--- src/rtl/obj_track_queue.sv ---
// Sorted FIFO of track objects with per-frame scrolling and auto-retire of objects reaching the player line.
// Latency: updates land on the next rising edge; rd_obj is combinational from registered state.
// Backpressure: no stall; a push that finds no space or is out of order is dropped and flagged.
module obj_track_queue #(
  parameter int ADDR_WIDTH = 4,
  parameter int DIST_W     = 12,
  parameter int LANE_W     = 2,
  parameter int TYPE_W     = 2
) (
  input  logic                             clk,
  input  logic                             reset_n,
  input  logic                             push,
  input  logic [DIST_W+LANE_W+TYPE_W-1:0]  wr_obj,
  input  logic                             pop,
  input  logic                             scroll,
  input  logic [DIST_W-1:0]                scroll_step,
  input  logic                             clr_flags,
  input  logic [ADDR_WIDTH-1:0]            rd_index,
  output logic [DIST_W+LANE_W+TYPE_W-1:0]  rd_obj,
  output logic [ADDR_WIDTH:0]              num,
  output logic                             empty,
  output logic                             full,
  output logic                             push_ok,
  output logic                             order_err,
  output logic                             overflow,
  output logic [ADDR_WIDTH:0]              exp_count
);

  localparam int DEPTH = 2 ** ADDR_WIDTH;
  localparam int OBJ_W = DIST_W + LANE_W + TYPE_W;
  localparam logic [OBJ_W-1:0] EMPTY_OBJ = {{(TYPE_W+LANE_W){1'b0}}, {DIST_W{1'b1}}};

  logic [OBJ_W-1:0]      mem [DEPTH];
  logic [ADDR_WIDTH-1:0] front;
  logic [ADDR_WIDTH:0]   num_q;

  logic                  scroll_eff;
  logic [DIST_W-1:0]     step_eff;
  logic [ADDR_WIDTH:0]   exp_n;
  logic                  run;
  logic [ADDR_WIDTH:0]   num1;
  logic [ADDR_WIDTH-1:0] front1;
  logic                  pop_eff;
  logic [ADDR_WIDTH:0]   num2;
  logic [ADDR_WIDTH-1:0] front2;
  logic [ADDR_WIDTH-1:0] tail_idx;
  logic [DIST_W-1:0]     tail_dist;
  logic                  space_ok;
  logic                  order_ok;
  logic                  accept;
  logic [ADDR_WIDTH-1:0] wr_idx;
  logic [ADDR_WIDTH-1:0] rd_phys;

  // A zero step moves nothing, so it must not retire zero-distance entries either.
  assign scroll_eff = scroll && (scroll_step != '0);
  assign step_eff   = scroll_eff ? scroll_step : '0;

  // Count the front prefix of entries that reach the player line on this scroll.
  always_comb begin
    exp_n = '0;
    run   = scroll_eff;
    for (int i = 0; i < DEPTH; i++) begin
      if (run && ((ADDR_WIDTH+1)'(i) < num_q) &&
          (mem[front + ADDR_WIDTH'(i)][DIST_W-1:0] <= scroll_step)) begin
        exp_n = exp_n + 1'b1;
      end else begin
        run = 1'b0;
      end
    end
  end

  // Retire, then pop, then decide on the push against the post-scroll tail.
  assign num1      = num_q - exp_n;
  assign front1    = front + exp_n[ADDR_WIDTH-1:0];
  assign pop_eff   = pop && (num1 != '0);
  assign num2      = num1 - {{ADDR_WIDTH{1'b0}}, pop_eff};
  assign front2    = front1 + {{(ADDR_WIDTH-1){1'b0}}, pop_eff};
  // Tail slot is unaffected by retire/pop whenever survivors remain; otherwise unused.
  assign tail_idx  = front + num_q[ADDR_WIDTH-1:0] - 1'b1;
  assign tail_dist = mem[tail_idx][DIST_W-1:0] - step_eff;
  // num2 never exceeds DEPTH, so its MSB alone marks a full queue.
  assign space_ok  = ~num2[ADDR_WIDTH];
  assign order_ok  = (num2 == '0) || (wr_obj[DIST_W-1:0] >= tail_dist);
  assign accept    = push && space_ok && order_ok;
  assign wr_idx    = front2 + num2[ADDR_WIDTH-1:0];

  // Pointer, occupancy and status flags.
  always_ff @(posedge clk or negedge reset_n) begin
    if (!reset_n) begin
      front     <= '0;
      num_q     <= '0;
      push_ok   <= 1'b0;
      order_err <= 1'b0;
      overflow  <= 1'b0;
      exp_count <= '0;
    end else begin
      front     <= front2;
      num_q     <= num2 + {{ADDR_WIDTH{1'b0}}, accept};
      push_ok   <= accept;
      order_err <= push && space_ok && !order_ok;
      exp_count <= exp_n;
      if (push && !space_ok) begin
        overflow <= 1'b1;
      end else if (clr_flags) begin
        overflow <= 1'b0;
      end
    end
  end

  // Storage: scroll every surviving distance in parallel; the new tail write lands last.
  always_ff @(posedge clk) begin
    if (scroll_eff) begin
      for (int k = 0; k < DEPTH; k++) begin
        if (mem[k][DIST_W-1:0] > scroll_step) begin
          mem[k][DIST_W-1:0] <= mem[k][DIST_W-1:0] - scroll_step;
        end
      end
    end
    if (accept) begin
      mem[wr_idx] <= wr_obj;
    end
  end

  assign rd_phys   = front + rd_index;
  assign rd_obj    = ({1'b0, rd_index} < num_q) ? mem[rd_phys] : EMPTY_OBJ;
  assign num       = num_q;
  assign empty     = (num_q == '0);
  assign full      = (num_q == (ADDR_WIDTH+1)'(DEPTH));

endmodule

--- config.mk ---
export PLATFORM = sky130hd
export DESIGN_NAME = obj_track_queue
export DESIGN_NICKNAME = d
export VERILOG_FILES = /design/src/rtl/obj_track_queue.sv
export SDC_FILE = /design/constraint.sdc
export NUM_CORES = 2
export LEC_CHECK = 0
export BUFFER_PORTS_ARGS = -buffer_cell sky130_fd_sc_hd__buf_2
export CORE_MARGIN = 2
export CORE_UTILIZATION = 45
export DETAILED_ROUTE_END_ITERATION = 16
export PLACE_DENSITY = 0.65
export SYNTH_ARGS = -nofsm -noshare
export SYNTH_HDL_FRONTEND = slang
export SYNTH_SLANG_ARGS = --single-unit
--- constraint.sdc ---
create_clock -name clk -period 22.1 [get_ports clk]
set_input_delay 2.21 -clock clk [delete_from_list [all_inputs] [get_ports clk]]
set_output_delay 2.21 -clock clk [all_outputs]
set_load 0.02 [all_outputs]
==> flow_metrics.env <==
export IMPL_outcome="finished clean"
export IMPL_syn_nets=3747
export IMPL_die_x_um=298
export IMPL_io_pins=69
export IMPL_cts_inserted_buffers=31
export IMPL_synth_area_top_cells="mux4_2 (29%), edfxtp_1 (20%), ha_1 (14%), xnor2_1 (2.9%), mux2_4 (2.9%)"
export IMPL_drt_wirelength_per_cell_um=33.5
export IMPL_row_count=107
export IMPL_fin_crit_sh_pct=89.0
export IMPL_dp_slack_ps=2620
export IMPL_cp_arrival_ps=19910
export IMPL_crit_required_ps=22340
export IMPL_grt_pass1_wl_um=212000
export IMPL_syn_to_final_growth_pct=7.02
export IMPL_synth_ff_type="edfxtp_1"
export IMPL_slew_viol_final=0
export IMPL_start_util_pct=45.5
export IMPL_worst_slew_pin_slew_ps=1360
export IMPL_ant_nets=0
export IMPL_synth_top_area_share_pct=28.8
export IMPL_synth_async_reset_ratio_pct=6.23
export IMPL_fin_ws_ps=2430
export IMPL_final_hold_viol_count=0
export IMPL_synth_seq_area_share_pct=20.8
export IMPL_cts_tree="done"
export IMPL_max_freq_ghz=0.0508
export IMPL_ys_top_cells_by_count="mux4_2 (498), ha_1 (451), edfxtp_1 (256)"
export IMPL_via_count=31478
export IMPL_hp_class="register to register"
export IMPL_synth_cells=3235
export IMPL_cts_buffer_depth=3
export IMPL_cts_sinks=273
export IMPL_endpoint_kind="register"
export IMPL_drive_gt1_share_pct=25.3
export IMPL_place_congestion=1.06
export IMPL_clk_latency_ps=650
export IMPL_path_buf_inv=10
export IMPL_dieArea_um2=88900
export IMPL_relSlewSlack_pct=8.99
export IMPL_coreArea_um2=85500
export IMPL_grt_start_max_net_pins=66
export IMPL_fp_dieH_um=298
export IMPL_cpPeakStageDelay_ps=1070
export IMPL_post_cts_setup_buffers=0
export IMPL_synth_seq_cells=273
export IMPL_h_tree_depth=1
export IMPL_grt_pass1_vias=30291
export IMPL_ys_warn_count=0
export IMPL_synth_edff_count=256
export IMPL_synth_cell_area_um2=39000
export IMPL_grt_total_usage_pct=32.8
export IMPL_wl_um=147000
export IMPL_yosys_area_top_type="mux4_2"
export IMPL_via_per_inst=7.17
export IMPL_post_dp_hpwl_um=111000
export IMPL_start_kind="register"
export IMPL_cts_hold_buf=0
export IMPL_nets=3730
export IMPL_cp_common_cell="ha_1"
export IMPL_yosysMostFrequentCell="mux4_2"
export IMPL_rsz0062_at_grt="no"
export IMPL_port_buffers=68
export IMPL_antenna_found_initial=6
export IMPL_drv_cap=0
export IMPL_drt_iter0_drc=4382
export IMPL_crit_fanout=57
export IMPL_drc_errors=0
export IMPL_critPathKind="register to register"
export IMPL_ctsRootBufferMaster="clkbuf_16"
export IMPL_final_setup_viol_count=0
export IMPL_dr_pass1_iters=6
export IMPL_finalSetupTns_ps=0
export IMPL_clk_pin_slew_worst_paths_ps=60
export IMPL_min_period_ps=19670
export IMPL_fin_skew_ps=52.9
export IMPL_postSynthAreaPerCell_um2=12.0
export IMPL_cp_top_family="adder cells"
export IMPL_grt_overflow_total=0
export IMPL_crit_path_top_delay_cell="dfrtp_4"
export IMPL_synth_cell_types=90
export IMPL_cts_resized=0
[worst reg2reg max path, delay by kind of cell, from the launching register on]
family / cells / cell delay (ps)
compound gates: 24 / 4730
xor+xnor: 7 / 2420
fa+ha+maj: 20 / 6540
buf+inv: 10 / 1400
flops: 1 / 1070
mux: 5 / 1540
simple gates: 9 / 1640
[cell usage in the layout, fill, tap and decap left out, types with 75 or more instances in the layout]
cell / Yosys / layout
mux4_2: 498 / 498
ha_1: 451 / 446
edfxtp_1: 256 / 256
a21oi_1: 212 / 212
inv_1: 197 / 192
xnor2_1: 131 / 124
o21ai_0: 113 / 113
a21o_1: 102 / 102
nand4_1: 99 / 99
xor2_1: 102 / 96
mux2i_1: 87 / 87
mux2_1: 85 / 85
nand2_1: 81 / 80
nor2b_1: 76 / 76
mux2_4: 75 / 75
[worst paths after layout]
path	start	endpoint	slack [ps]	cells past startpoint
max in group asynchronous	reset_n	front[0]	20240	1
setup / recovery	front[0]	mem[7][6]	2430	75
hold / removal	overflow	overflow	520	2
min in group asynchronous	reset_n	push_ok	1530	1
setup reg to reg	front[0]	mem[7][6]	2430	75
hold reg to reg	overflow	overflow	520	2
[layout make-up]
class | instances | area [um^2]
Timing Repair Buffer | 123 | 778
Clock inverter | 23 | 236
Tap cell | 1144 | 1430
Antenna cell | 3 | 7.51
Fill cell | 7505 | 43900
Sequential cell | 273 | 8130
Clock buffer | 35 | 791
Multi-Input combinational cell | 2589 | 29600
Inverter | 200 | 751
[cell families (layout without fill, tap and decap cells)]
logic type / Yosys count / after routing / synth area share, %
other: 0 / 3 / 0
adder cells (fa/ha/maj): 474 / 474 / 15.7
buffers and inverters: 373 / 381 / 3.97
AO/OA/AOI/OAI: 633 / 633 / 10.4
AND/OR/NAND/NOR: 499 / 499 / 7.25
XOR/XNOR: 238 / 238 / 5.50
multiplexers: 745 / 745 / 36.4
flip-flops: 273 / 273 / 20.8
[routing by layer]
metal / up-vias / global-route usage (%) / wire length, um
li1: 13028 / - / -
met1: 15572 / 41.2 / 52800
met2: 2320 / 48.1 / 61900
met3: 554 / 10.6 / 19700
met4: 4 / 22.1 / 12800
met5: - / 0 / 26
[through the flow]
step / hold slack (ps) / utilization (%) / instances / area (um^2)
after CTS: 523 / 48.7 / 4387 / 41700
after detailed placement: 513 / 47.5 / 4329 / 40700
after floorplan: 606 / - / 3235 / 39000
after global placement: 507 / 47.5 / 4329 / 40700
after global routing: 572 / 48.7 / 4387 / 41700
final: 519 / 48.7 / 4390 / 41700
[state kept, by name, summed over array words and instances (netlist names)]
name,cells
push_ok,1
exp_count,5
mem,256
num,5
front,4
overflow,1
order_err,1
Power is not shown: default switching activity piles up to over one toggle a cycle in this logic, so the estimate is an artifact.
